### src/rtl/keypad_scanner.sv
// keypad_scanner: ROWS x COLS matrix keypad scanner with row synchroniser,
// press/release debounce, ghost rejection, key events and auto-repeat.
module keypad_scanner #(
    parameter int ROWS        = 4,
    parameter int COLS        = 4,
    parameter int SCAN_DIV    = 1000,
    parameter int DEBOUNCE    = 20,
    parameter int REPEAT_DLY  = 0,
    parameter int REPEAT_RATE = 100,
    localparam int KEY_W      = $clog2(ROWS * COLS)
) (
    input  logic             clk,
    input  logic             reset,
    input  logic [ROWS-1:0]  row,
    output logic [COLS-1:0]  col,
    output logic [KEY_W-1:0] key_code,
    output logic             key_valid,
    output logic             key_held,
    output logic             key_release
);
    localparam int PW  = $clog2(SCAN_DIV);
    localparam int DW  = $clog2(DEBOUNCE + 1);
    localparam int RMX = (REPEAT_DLY > REPEAT_RATE) ? REPEAT_DLY : REPEAT_RATE;
    localparam int RW  = $clog2(RMX + 1);
    localparam int CW  = $clog2(COLS);
    localparam int RIW = $clog2(ROWS);

    typedef enum logic [1:0] {SCAN, DEB_PRESS, PRESSED, DEB_REL} state_t;

    state_t            state, state_n;
    logic [ROWS-1:0]   sync1, rs;
    logic [PW-1:0]     pcnt;
    logic              tick;
    logic [CW-1:0]     cidx, cidx_n, cidx_rot;
    logic [DW-1:0]     deb, deb_n;
    logic [RW-1:0]     rep, rep_n;
    logic              rfst, rfst_n;
    logic [ROWS-1:0]   cap_pat, pat_n;
    logic [KEY_W-1:0]  cap_code, ccode_n, code_n, fresh;
    logic              valid_n, held_n, rel_n;
    logic [ROWS-1:0]   zmask;
    logic              one_zero, all_ones;
    logic [RIW-1:0]    ridx;
    int                lim;

    assign col      = ~(COLS'(1) << cidx);
    assign tick     = (pcnt == PW'(SCAN_DIV - 1));
    assign zmask    = ~rs;
    assign one_zero = (zmask != '0) && ((zmask & (zmask - ROWS'(1))) == '0);
    assign all_ones = &rs;
    assign cidx_rot = (cidx == CW'(COLS - 1)) ? '0 : cidx + CW'(1);
    assign fresh    = KEY_W'(int'(cidx) * ROWS + int'(ridx));

    // two-flop synchroniser on the pulled-up row inputs
    always_ff @(posedge clk or negedge reset) begin
        if (!reset) begin
            sync1 <= '1;
            rs    <= '1;
        end else begin
            sync1 <= row;
            rs    <= sync1;
        end
    end

    // free-running prescaler producing the scan tick
    always_ff @(posedge clk or negedge reset) begin
        if (!reset)    pcnt <= '0;
        else if (tick) pcnt <= '0;
        else           pcnt <= pcnt + PW'(1);
    end

    // position of the single pulled-low row
    always_comb begin
        ridx = '0;
        for (int i = 0; i < ROWS; i++)
            if (!rs[i]) ridx = RIW'(i);
    end

    // scanner state and registered outputs
    always_ff @(posedge clk or negedge reset) begin
        if (!reset) begin
            state       <= SCAN;
            cidx        <= '0;
            deb         <= '0;
            rep         <= '0;
            rfst        <= 1'b1;
            cap_pat     <= '1;
            cap_code    <= '0;
            key_code    <= '0;
            key_valid   <= 1'b0;
            key_held    <= 1'b0;
            key_release <= 1'b0;
        end else begin
            state       <= state_n;
            cidx        <= cidx_n;
            deb         <= deb_n;
            rep         <= rep_n;
            rfst        <= rfst_n;
            cap_pat     <= pat_n;
            cap_code    <= ccode_n;
            key_code    <= code_n;
            key_valid   <= valid_n;
            key_held    <= held_n;
            key_release <= rel_n;
        end
    end

    // next-state, counters and event generation, evaluated on ticks
    always_comb begin
        state_n = state;
        cidx_n  = cidx;
        deb_n   = deb;
        rep_n   = rep;
        rfst_n  = rfst;
        pat_n   = cap_pat;
        ccode_n = cap_code;
        code_n  = key_code;
        valid_n = 1'b0;
        held_n  = key_held;
        rel_n   = 1'b0;
        lim     = rfst ? REPEAT_DLY : REPEAT_RATE;
        if (tick) begin
            unique case (state)
                SCAN: begin
                    if (one_zero) begin
                        pat_n   = rs;
                        ccode_n = fresh;
                        deb_n   = DW'(1);
                        if (DEBOUNCE == 1) begin
                            state_n = PRESSED;
                            code_n  = fresh;
                            valid_n = 1'b1;
                            held_n  = 1'b1;
                            rep_n   = '0;
                            rfst_n  = 1'b1;
                            deb_n   = '0;
                        end else begin
                            state_n = DEB_PRESS;
                        end
                    end else begin
                        cidx_n = cidx_rot;
                    end
                end
                DEB_PRESS: begin
                    if (rs == cap_pat) begin
                        if (deb == DW'(DEBOUNCE - 1)) begin
                            state_n = PRESSED;
                            code_n  = cap_code;
                            valid_n = 1'b1;
                            held_n  = 1'b1;
                            rep_n   = '0;
                            rfst_n  = 1'b1;
                            deb_n   = '0;
                        end else begin
                            deb_n = deb + DW'(1);
                        end
                    end else begin
                        deb_n   = '0;
                        cidx_n  = cidx_rot;
                        state_n = SCAN;
                    end
                end
                PRESSED: begin
                    if (all_ones) begin
                        if (DEBOUNCE == 1) begin
                            rel_n   = 1'b1;
                            held_n  = 1'b0;
                            cidx_n  = cidx_rot;
                            deb_n   = '0;
                            state_n = SCAN;
                        end else begin
                            deb_n   = DW'(1);
                            state_n = DEB_REL;
                        end
                    end else if (REPEAT_DLY > 0) begin
                        if (int'(rep) + 1 == lim) begin
                            valid_n = 1'b1;
                            rep_n   = '0;
                            rfst_n  = 1'b0;
                        end else begin
                            rep_n = rep + RW'(1);
                        end
                    end
                end
                DEB_REL: begin
                    if (all_ones) begin
                        if (deb == DW'(DEBOUNCE - 1)) begin
                            rel_n   = 1'b1;
                            held_n  = 1'b0;
                            cidx_n  = cidx_rot;
                            deb_n   = '0;
                            state_n = SCAN;
                        end else begin
                            deb_n = deb + DW'(1);
                        end
                    end else begin
                        deb_n   = '0;
                        state_n = PRESSED;
                    end
                end
            endcase
        end
    end
endmodule

### config.mk
export PLATFORM = sky130hd
export DESIGN_NAME = keypad_scanner
export DESIGN_NICKNAME = d
export VERILOG_FILES = /design/src/rtl/keypad_scanner.sv
export SDC_FILE = /design/constraint.sdc
export NUM_CORES = 1
export LEC_CHECK = 0
export BUFFER_PORTS_ARGS = -buffer_cell sky130_fd_sc_hd__buf_4
export CAP_MARGIN = 40
export CORE_ASPECT_RATIO = 1.5
export CORE_UTILIZATION = 55
export DETAILED_ROUTE_END_ITERATION = 10
export GPL_ROUTABILITY_DRIVEN = 0
export GPL_TIMING_DRIVEN = 0
export PLACE_DENSITY = 0.74
export SLEW_MARGIN = 20
export SYNTH_ARGS = -nofsm -noshare
export SYNTH_HDL_FRONTEND = slang
export SYNTH_SLANG_ARGS = --single-unit
### constraint.sdc
create_clock -name clk -period 6.1 [get_ports clk]
set_clock_uncertainty 0.15 [all_clocks]
set_input_delay 0 -clock clk [delete_from_list [all_inputs] [get_ports clk]]
set_output_delay 0 -clock clk [all_outputs]
set_load 0.05 [all_outputs]
Yosys cells after proc, flatten, opt, wreduce, memory -nomap -nowiden. Cells that the tools add are included.

Order comparisons: 0. Muxes and demuxes: 35. Add/subtract/negate cells: 5. Equality and inequality tests: 17. Divide/modulo/power cells: 0. Bitwise logic cells: 3. Multiply operators: 0. Reductions and logical operators: 13. Shift-type cells: 1.

Operators by type and width (count): $mux W2 (13); $mux W5 (5); $pmux W5 S4 (1); $ne A2 B2 Y1 const B (8); $mux W1 (12); $reduce_and A6 Y1 (2); $add A10 B1 Y10 const B (1); $eq A10 B10 Y1 const B (1); $mux W10 (1); $not A4 Y4 (2); $pmux W2 S4 (1); $reduce_and A4 Y1 (2); $eq A2 B2 Y1 const B (3); $ne A3 B3 Y1 const B (2); $pmux W2 S3 (1); $reduce_and A3 Y1 (2); $add A5 B1 Y5 const B (1); $eq A5 B5 Y1 const B (1); $reduce_and A5 Y1 (1); $add A4 B2 Y4 (1); $and A4 B4 Y4 (1); $eq A4 B4 Y1 (1); $logic_not A4 Y1 (1); $reduce_bool A4 Y1 (1); other kinds (9) (9).

Bits in registers: 42. Latch bits: 0. Bits in writable memories: 0. Memories: 0. ROM bits: 0. Logic and storage cells: 86. Output and inout port bits: 11. Input bits: 6.

Longest topological paths before layout.
Depth in word-level cells: 7. Depth in mapped cells: 7. Depth with buffers taken out: 6.

Worst setup path before layout. OpenSTA, ideal clock, no wires.

Path kind: flip-flop to flip-flop. Start point: reg pcnt[0]. End point: reg state[1]. Library setup time: 128 ps. Stages on the path, launching flop included: 7. Buffers on the path: 0. Data arrival time: 1845 ps. Slack: 3978 ps. Period minus slack after synthesis: 2122 ps. Data required time: 5822 ps. Cell sequence: dfrtp_1 -> ha_1 -> nand4b_1 -> or4_1 -> a2bb2oi_2 -> nor2_2 -> mux2_1.

Word-level cells in the longest chain between the ends: 2.

RTL lines: start, declared (RTL line 32) `logic [PW-1:0] pcnt;`; start signal, assigned (RTL line 69) `else pcnt <= pcnt + PW'(1);`; $eq A10 B10 Y1 (RTL line 47) `assign tick = (pcnt == PW'(SCAN_DIV - 1));`; $reduce_and A5 Y1 (no source line); end signal, assigned (RTL line 94) `state <= state_n;`; end, declared (RTL line 30) `state_t state, state_n;`.

No other way between the ends. A chain may end at the register's enable or synchronous reset.

Worst setup path after layout. Ends and elaborated chain as after synthesis.

==> results.py <==
metrics = {
    "synth": {
        "synth-seq-cells": 42,
        "yosysSeqAreaShare_pct": 53.8,
        "synth_area_um2": 1980,
        "synth_area_per_cell_um2": 11.7,
        "synth_nets": 181,
        "synth.distinct_cells": 44,
        "syn_inst": 169,
        "yosysWarnings": 0,
    },
    "routing": {
        "vias_per_cell": 5.47,
        "wl_met3_um": 66,
        "drt_iter0_markers": 18,
        "wl_per_cell_um": 14.3,
        "wl_met1_mm": 1.40,
        "top_layer_used": "met4",
        "ant_nets": 0,
        "wl_met2_mm": 1.90,
        "drt_wl_total_mm": 3.44,
        "drt_pre_antenna_iters": 4,
        "drc_errors": 0,
        "vias": 1313,
    },
    "critical_path": {
        "critPathSlowestCell": "or4_1",
        "cp-end-kind": "flop",
        "cpLargestDelayFamily": "simple AND/OR/NAND/NOR gates",
        "crit_type": "reg2reg",
        "path_cells": "ha_1 -> nand4b_1 -> or4_1 -> a2bb2oi_2 -> nor2_2 -> mux2_1",
        "cp_num_buf_inv": 0,
        "startpoint_type": "flop",
        "slowest_delay_ps": 520,
        "cp_max_fo": 8,
        "required_ps": 6130,
        "arrival_ps": 2330,
    },
    "sta": {
        "relSlewSlack_pct": 66.7,
        "holdWs_ps": 56.0,
        "finalCriticalPeriod_ps": 2310,
        "post-route-period-util_pct": 37.8,
        "finalSetupTns_ps": 0,
        "slew_violations": 0,
        "finalSetupViolations": 0,
        "fmax_mhz": 433,
        "worst_pin_slew_ps": 500,
        "finalHoldViolations": 0,
        "rsz0062_at_grt": "false",
    },
    "clock_network": {
        "cts_buffers": 5,
        "cts.htree.levels": 2,
        "clk_pin_slew_ps": 80,
        "holdBufCountCts": 5,
        "cts_sinks": 42,
        "clockBufferDepth": 2,
        "clockRootBuffer": "clkbuf_8",
        "tritoncts": "built",
        "clk_latency_ps": 290,
        "cts_setup_buffers": 0,
        "cts-resized-gates": 0,
    },
    "run_status": {
        "outcome": "completed",
    },
    "layout": {
        "drive_above_1_share_pct": 24.7,
        "stdcell_area_um2": 2310,
        "n_antenna_cell": 0,
        "area_growth_pct": 16.6,
        "utilization_pct": 67.7,
        "nets": 209,
    },
    "floorplan": {
        "dieArea_um2": 3850,
        "ios": 17,
        "die-width_um": 51.0,
        "rows": 26,
        "die_h_um": 75.5,
        "coreArea_um2": 3420,
        "initial_core_util_pct": 58.0,
    },
    "global_route": {
        "grt_use_total_pct": 19.5,
        "grt_antenna_before_repair": 0,
        "grt_start_max_net_pins": 43,
        "grt_pass1_vias": 1313,
        "grt_pass1_wl_mm": 5.44,
        "grt.overflow.total": 0,
    },
    "flow_run": {
        "cap_violations": 0,
    },
    "placement": {
        "place_area_um2": 2150,
        "dp_hpwl_mm": 2.44,
        "io_buffers": 16,
    },
    "power": {
        "power.density_nw_per_um2": 222,
        "p_leak_nw": 1.09,
        "max-vdd-ir-drop_mv": 0.219,
    },
    "min_path": {
        "hold_path.class": "in2async",
    },
}
sequential cells by signal (all words and copies together) (netlist names):
signal,count
key_code,4
key_valid,1
cap_code,4
key_held,1
sync1,4
cidx,2
state,2
key_release,1
rs,4
pcnt,10
deb,5
cap_pat,4
cells by family (layout without fill, tap and decap cells):
kind of cell,after synthesis,after routing,synth area share [%]
simple gates,51,51,15.6
compound gates,27,27,9.72
flops,42,42,53.8
buf+inv,16,45,3.28
mux,15,15,8.52
fa+ha+maj,6,6,3.79
xor+xnor,12,12,5.30
through the flow:
stage               instances  setup WS (ps)  total power, W
global placement          227           3850        0.000306
detailed placement        227           3790        0.000307
CTS                       240           3780        0.000520
floorplan                 169           3980        0.000297
finish                    240           3790        0.000513
global route              240           3690        0.000530
synthesized netlist by cell type (all sizes together):
library cell,n,area [um2]
xor2,8,70.1
a21oi,2,10.0
nor2,11,51.3
a21o,2,15.0
and3,1,6.26
nor4,1,21.3
dfrtp,30,751
or3,1,6.26
mux2,15,169
nor2b,3,18.8
a22oi,3,22.5
clkbuf,2,7.51
nand4,3,18.8
and4,1,8.76
or4,1,7.51
a211o,1,8.76
o22a,1,8.76
a2bb2oi,1,15.0
and2,5,31.3
nand3,8,40.0
nand4b,1,8.76
nand2b,2,20.0
o21a,1,8.76
and4bb,1,12.5
o21ai,10,50.0
a41oi,1,8.76
nand2,9,36.3
inv,10,37.5
nor3,2,15.0
o31ai,2,20.0
a211oi,2,15.0
ha,6,75.1
dfstp,12,315
or2,1,6.26
xnor2,4,35.0
a41o,1,10.0
buf,4,20.0
final cells by class:
| type | count | area (um2) |
|---|---|---|
| timing repair buffer | 21 | 170 |
| inverter | 10 | 37.5 |
| tap | 42 | 52.6 |
| sequential | 42 | 1070 |
| clock buffer | 7 | 76.3 |
| buffer | 6 | 27.5 |
| fill | 270 | 1100 |
| multi-input combinational | 111 | 851 |
| clock inverter | 1 | 30.0 |
power breakdown:
group | total (W) | internal (W) | switching, W
Sequential | 0.000284 | 0.000283 | 0.00000114
Combinational | 0.0000194 | 0.00000804 | 0.0000114
Clock | 0.000210 | 0.000122 | 0.0000873
layout by cell type (no fill, tap or decap), types with 4 or more instances in the layout:
master and count:
nor2_1 9, buf_2 4, nand3_1 8, ha_1 6, clkbuf_8 5, xnor2_1 4
xor2_1 8, dfstp_2 12, dfrtp_1 30, clkbuf_1 4, inv_1 10, mux2_1 15
o21ai_0 7, nand2_1 8, and2_1 5, dlygate4sd3_1 5, buf_4 16
path summary, 6_finish.rpt:
path                                         start                    to  slack [ps]  cells past startpoint
worst max-delay path             pcnt[0]$_DFF_PN0_  state[1]$_DFFE_PN0P_        3790                      6
worst min-delay path                         reset    deb[2]$_DFFE_PN0P_          60                      2
worst max register to register   pcnt[0]$_DFF_PN0_  state[1]$_DFFE_PN0P_        3790                      6
worst min register to register  sync1[1]$_DFF_PN1_       rs[1]$_DFF_PN1_         210                      0
max in group asynchronous                    reset    sync1[3]$_DFF_PN1_        5360                      2
min in group clk                sync1[1]$_DFF_PN1_       rs[1]$_DFF_PN1_         210                      0
per-layer routing:
metal,up-vias,track usage (%)
met1,650,20.1
li1,644,-
met3,6,4.19
met2,13,36.0
met5,-,0
met4,0,11.1
Note: power is estimated with default switching activity, not from simulation.
